<file path="src/rtl/hazard_unit.sv">
// Pipeline hazard unit: forwarding selects, load-use/branch stalls, and a multi-cycle mult/div stall FSM.
// Optional stall/flush performance counters are enabled by defining HAZARD_PERF_EN.
module hazard_unit #(
    parameter int unsigned MULT_CYCLES = 4,
    parameter int unsigned DIV_CYCLES  = 32
) (
    input  logic        clk,
    input  logic        reset,
    input  logic [4:0]  rs_D,
    input  logic [4:0]  rt_D,
    input  logic [4:0]  rs_E,
    input  logic [4:0]  rt_E,
    input  logic [4:0]  writereg_E,
    input  logic [4:0]  writereg_M,
    input  logic [4:0]  writereg_W,
    input  logic        regwrite_E,
    input  logic        regwrite_M,
    input  logic        regwrite_W,
    input  logic        memtoreg_E,
    input  logic        memtoreg_M,
    input  logic        branch_D,
    input  logic        jump_D,
    input  logic        pcsrc_D,
    input  logic        mdstart_E,
    input  logic        mdop_E,
    output logic        stall_F,
    output logic        stall_D,
    output logic        stall_E,
    output logic        flush_D,
    output logic        flush_E,
    output logic        forwardA_D,
    output logic        forwardB_D,
    output logic [1:0]  forwardA_E,
    output logic [1:0]  forwardB_E,
    output logic        md_busy,
    output logic        md_done,
    output logic [15:0] perf_stall_cnt,
    output logic [15:0] perf_flush_cnt
);

    typedef enum logic {IDLE = 1'b0, MD_BUSY = 1'b1} state_t;

    // The first stall cycle is spent in IDLE, so the counter covers the remaining N-1.
    localparam logic [7:0] MULT_LOAD = 8'(MULT_CYCLES - 1);
    localparam logic [7:0] DIV_LOAD  = 8'(DIV_CYCLES - 1);

    state_t     state_q, state_d;
    logic [7:0] cnt_q, cnt_d;
    logic       md_done_q, md_done_d;
    logic       mdstall, lwstall, brstall, hzstall;

    always_comb begin
        forwardA_E = 2'b00;
        if (rs_E != 5'd0 && regwrite_M && writereg_M == rs_E)      forwardA_E = 2'b10;
        else if (rs_E != 5'd0 && regwrite_W && writereg_W == rs_E) forwardA_E = 2'b01;
        forwardB_E = 2'b00;
        if (rt_E != 5'd0 && regwrite_M && writereg_M == rt_E)      forwardB_E = 2'b10;
        else if (rt_E != 5'd0 && regwrite_W && writereg_W == rt_E) forwardB_E = 2'b01;
    end

    assign forwardA_D = (rs_D != 5'd0) && regwrite_M && (writereg_M == rs_D);
    assign forwardB_D = (rt_D != 5'd0) && regwrite_M && (writereg_M == rt_D);

    assign lwstall = memtoreg_E && (rt_E != 5'd0) && ((rt_E == rs_D) || (rt_E == rt_D));
    assign brstall = branch_D &&
        ((regwrite_E && (writereg_E != 5'd0) && ((writereg_E == rs_D) || (writereg_E == rt_D))) ||
         (memtoreg_M && (writereg_M != 5'd0) && ((writereg_M == rs_D) || (writereg_M == rt_D))));
    assign hzstall = lwstall | brstall;

    always_comb begin
        state_d   = state_q;
        cnt_d     = cnt_q;
        md_done_d = 1'b0;
        mdstall   = 1'b0;
        case (state_q)
            IDLE: begin
                // md_done cycle: the finished op is still in Execute and must not relaunch.
                if (mdstart_E && !md_done_q) begin
                    mdstall = 1'b1;
                    state_d = MD_BUSY;
                    cnt_d   = mdop_E ? DIV_LOAD : MULT_LOAD;
                end
            end
            MD_BUSY: begin
                mdstall = 1'b1;
                if (cnt_q == 8'd1) begin
                    state_d   = IDLE;
                    cnt_d     = 8'd0;
                    md_done_d = 1'b1;
                end else begin
                    cnt_d = cnt_q - 8'd1;
                end
            end
            default: state_d = IDLE;
        endcase
    end

    always_ff @(posedge clk or negedge reset) begin
        if (!reset) begin
            state_q   <= IDLE;
            cnt_q     <= 8'd0;
            md_done_q <= 1'b0;
        end else begin
            state_q   <= state_d;
            cnt_q     <= cnt_d;
            md_done_q <= md_done_d;
        end
    end

    assign md_busy = (state_q == MD_BUSY);
    assign md_done = md_done_q;

    assign stall_F = mdstall | hzstall;
    assign stall_D = mdstall | hzstall;
    assign stall_E = mdstall;
    assign flush_E = !mdstall && hzstall;
    assign flush_D = !mdstall && (pcsrc_D || jump_D) && !hzstall;

`ifdef HAZARD_PERF_EN
    logic [15:0] perf_stall_q, perf_stall_d;
    logic [15:0] perf_flush_q, perf_flush_d;

    always_comb begin
        perf_stall_d = perf_stall_q;
        perf_flush_d = perf_flush_q;
        if (stall_F && perf_stall_q != 16'hFFFF)               perf_stall_d = perf_stall_q + 16'd1;
        if ((flush_D || flush_E) && perf_flush_q != 16'hFFFF)  perf_flush_d = perf_flush_q + 16'd1;
    end

    always_ff @(posedge clk or negedge reset) begin
        if (!reset) begin
            perf_stall_q <= 16'd0;
            perf_flush_q <= 16'd0;
        end else begin
            perf_stall_q <= perf_stall_d;
            perf_flush_q <= perf_flush_d;
        end
    end

    assign perf_stall_cnt = perf_stall_q;
    assign perf_flush_cnt = perf_flush_q;
`else
    assign perf_stall_cnt = 16'd0;
    assign perf_flush_cnt = 16'd0;
`endif

endmodule

</file>
<file path="config.mk">
export PLATFORM = sky130hd
export DESIGN_NAME = hazard_unit
export DESIGN_NICKNAME = d
export VERILOG_FILES = /design/src/rtl/hazard_unit.sv
export SDC_FILE = /design/constraint.sdc
export NUM_CORES = 1
export LEC_CHECK = 0
export CORE_MARGIN = 5
export CORE_UTILIZATION = 39
export DETAILED_ROUTE_END_ITERATION = 6
export HOLD_SLACK_MARGIN = 0.03
export PLACE_DENSITY = 0.93
export SETUP_SLACK_MARGIN = 0.05
export SLEW_MARGIN = 20
export SYNTH_ARGS = -nofsm -noshare
export SYNTH_HDL_FRONTEND = slang
export SYNTH_SLANG_ARGS = --single-unit
</file>
<file path="constraint.sdc">
create_clock -name clk -period 2.9 [get_ports clk]
set_input_delay 0.58 -clock clk [delete_from_list [all_inputs] [get_ports clk]]
set_output_delay 0.58 -clock clk [all_outputs]
set_load 0.1 [all_outputs]
</file>
==> run_results.csv <==
group,metric,value,unit
floorplan,core_area,0.003943,mm²
yosys,synth_edf_count,0,
floorplan,row_count,23,
finish,final_cell_mix,"xnor2_1, buf_4, conb_1",
global_routing,grt_pass1_wl,8.362,mm
routing,drc,0,
floorplan,dieHeight,73.40,µm
yosys,syn_area_per_cell,7.878,µm²
finish,final_common_cell,"xnor2_1",
yosys,synth_compound_area_share,13.81,%
global_routing,grt_pass1_vias,1726,
yosys,synth_simple_gate_area_share,19.07,%
place,post-place-ws,-54.66,ps
yosys,synthCells,199,
global_routing,antenna_found_initial,2,
sta,finalHoldViolations,0,
clock_network,tritoncts,"done",
clock_network,clock_sink_count,10,
worst_setup_path,endpoint,"flush_D",
clock_network,cts_made_buffers,3,
place,dp.cells,326,
floorplan,start_util,39.77,%
worst_setup_path,cp-startpoint,"rt_E[1]",
hold_path,worstHoldPathType,"reg2reg",
routing,drt_iter0_markers,42,
worst_setup_path,cp.arrival,2220,ps
worst_setup_path,cp.required,2320,ps
finish,synthToLayoutAreaGrowth,65.52,%
floorplan,ios,92,
finish,nets,333,
yosys,ys_seq_area_share,15.96,%
yosys,synth_mux_area_share,0,%
routing,ant_nets,0,
flow_run,maxCapViolCount,0,
routing,drtPass1Iterations,4,
worst_setup_path,start_kind,"input port",
sta,fin_worst_skew,4.872,ps
clock_network,holdBufCountCts,0,
finish,fin_cells,335,
yosys,syn_area,0.001568,mm²
clock_network,root_buffer,"clkbuf_8",
pwr,comb_power_share,67.5,%
worst_setup_path,reg2reg_slack,1000,ps
worst_setup_path,cp-end-kind,"primary output",
pwr,vdd_drop_max,519.8,µV
sta,setup_viol,0,
clock_network,htree_levels,1,
place,io_buffers,59,
pwr,p_per_area,513.3,mW/mm²
pwr,power.switching,734.3,µW
sta,drv_slew,0,
clock_network,clk_pin_slew,40,ps
yosys,ys.warnings.count,0,
yosys,synth_fa_ha_area_share,1.596,%
routing,via_count,1651,
floorplan,die_w,73.40,µm
global_routing,grt_usage,20.32,%
pwr,swShare,55.12,%
sta,rsz0062_at_grt,"yes",
pwr,leakage,1.142,nW
place,gp_congestion,0.9346,
routing,drt-total-wl,5.353,mm
pwr,p_int,597.8,µW
yosys,ys_types,37,
floorplan,die_area,0.005388,mm²
yosys,async_flop_share,100.0,%
worst_setup_path,worstRegToRegCells,5,
global_routing,grt_max_degree,12,
sta,period_minus_slack,2797,ps
worst_setup_path,path_max_fanout,3,
outcome,status,"finished, final reports clean",
yosys,synth_xor_area_share,28.49,%
routing,avgViaCountPerCell,4.928,
finish,final_cell_area,0.002595,mm²
global_routing,grt_overflow,0,
pwr,power.clock.fraction,11.3,%
yosys,ys_ff_latch,10,
sta,setup_tns,0,ps
finish,drive_above_1_share,27.21,%
worst_setup_path,reg2reg_from,"cnt_q[4]$_DFFE_PN0P_",
yosys,ys.flop_type,"dfrtp_1",
worst_setup_path,critical_path_class,"in2out",
worst_setup_path,r2r-end,"cnt_q[4]$_DFFE_PN0P_",
pwr,seqPwrFrac,21.2,%
finish,utilization,65.82,%
yosys,synth_top_family_by_area,"XOR/XNOR gates",
pwr,total_power,1.332,mW
sta,post-route-period-util,96.46,%
routing,wire_per_inst,15.98,µm
place,dp_hpwl,4.456,mm
sta,fmax,0.3575,GHz
place,dpl_cell_area,0.002507,mm²
clock_network,clk_latency,240,ps
clock_network,cts_max_path_buffers,2,
sta,hold_ws,523.1,ps
sta,setup_slack,102.6,ps
## state kept, by name (all words and copies together), names as in the netlist
name,flops
cnt_q,8
md_busy,1
md_done,1
## power groups by stage
stage | Clock (mW) | Sequential (mW) | Combinational, mW
after floorplan | 0 | 0.312 | 0.656
after global placement | 0 | 0.275 | 0.858
after detailed placement | 0 | 0.282 | 0.891
after CTS | 0.153 | 0.280 | 0.897
after global routing | 0.166 | 0.290 | 0.963
final | 0.151 | 0.282 | 0.899
## cells in the mapped netlist, drive strengths merged, types with 3 or more instances
cell type  instances  area share [%]
nand3              8             2.6
dfrtp             10              16
clkbuf             7             1.7
or4                6             3.4
xor2              10             5.6
inv                7             1.7
a21oi              5             1.6
nor2              11             3.1
buf               37              17
o21ai             12             3.8
nor4               5             2.4
a31oi              3             1.2
nand4              4             1.6
nand2             11             2.6
xnor2             41              23
nor3               4             1.3
nor2b              3             1.4
## layer usage
layer / wire (µm) / GRT usage (%)
met2: 2978 / 38.63
met4: 159 / 7.646
met5: 0 / 0
met3: 339 / 4.514
met1: 1876 / 21.49
## final cells by class
type                            count  area [µm²]
Sequential cell                    10       255.2
Antenna cell                        2       5.005
Multi-Input combinational cell    169        1249
Inverter                            7       30.03
Tap cell                           50       62.56
Timing Repair Buffer               93       948.4
Fill cell                         305        1348
Clock buffer                        4       45.04
## cells by family (layout without fill, tap and decap cells)
group / after synthesis / after routing
flops: 10 / 10
fa+ha+maj: 2 / 2
simple gates: 54 / 54
xor+xnor: 51 / 51
buf+inv: 51 / 104
other cells: 1 / 34
compound gates: 30 / 30
## worst min path at each step
stage                         startpoint                    to  slack, ps  cells past startpoint
global placement    cnt_q[5]$_DFFE_PN0P_  cnt_q[5]$_DFFE_PN0P_        490                      2
CTS                 cnt_q[5]$_DFFE_PN0P_  cnt_q[5]$_DFFE_PN0P_        520                      2
global route        cnt_q[5]$_DFFE_PN0P_  cnt_q[5]$_DFFE_PN0P_        560                      2
floorplan                          reset  cnt_q[0]$_DFFE_PN0P_        280                      0
detailed placement  cnt_q[5]$_DFFE_PN0P_  cnt_q[5]$_DFFE_PN0P_        510                      2
finish              cnt_q[5]$_DFFE_PN0P_  cnt_q[5]$_DFFE_PN0P_        520                      2
## timing repair
item	CTS	global route
buffers inserted	3	0
endpoints found under the setup margin	8	5
pin swaps	13	3
gates resized for setup	20	10
## worst max-delay path, stage by stage
cell and delay [ps]:
dlygate4sd2_1 260, or4_4 550, nor2_4 140, nor2b_2 60, a22oi_4 190, o2111a_2 260, buf_12 180
Note: power is estimated with default switching activity, not from simulation.
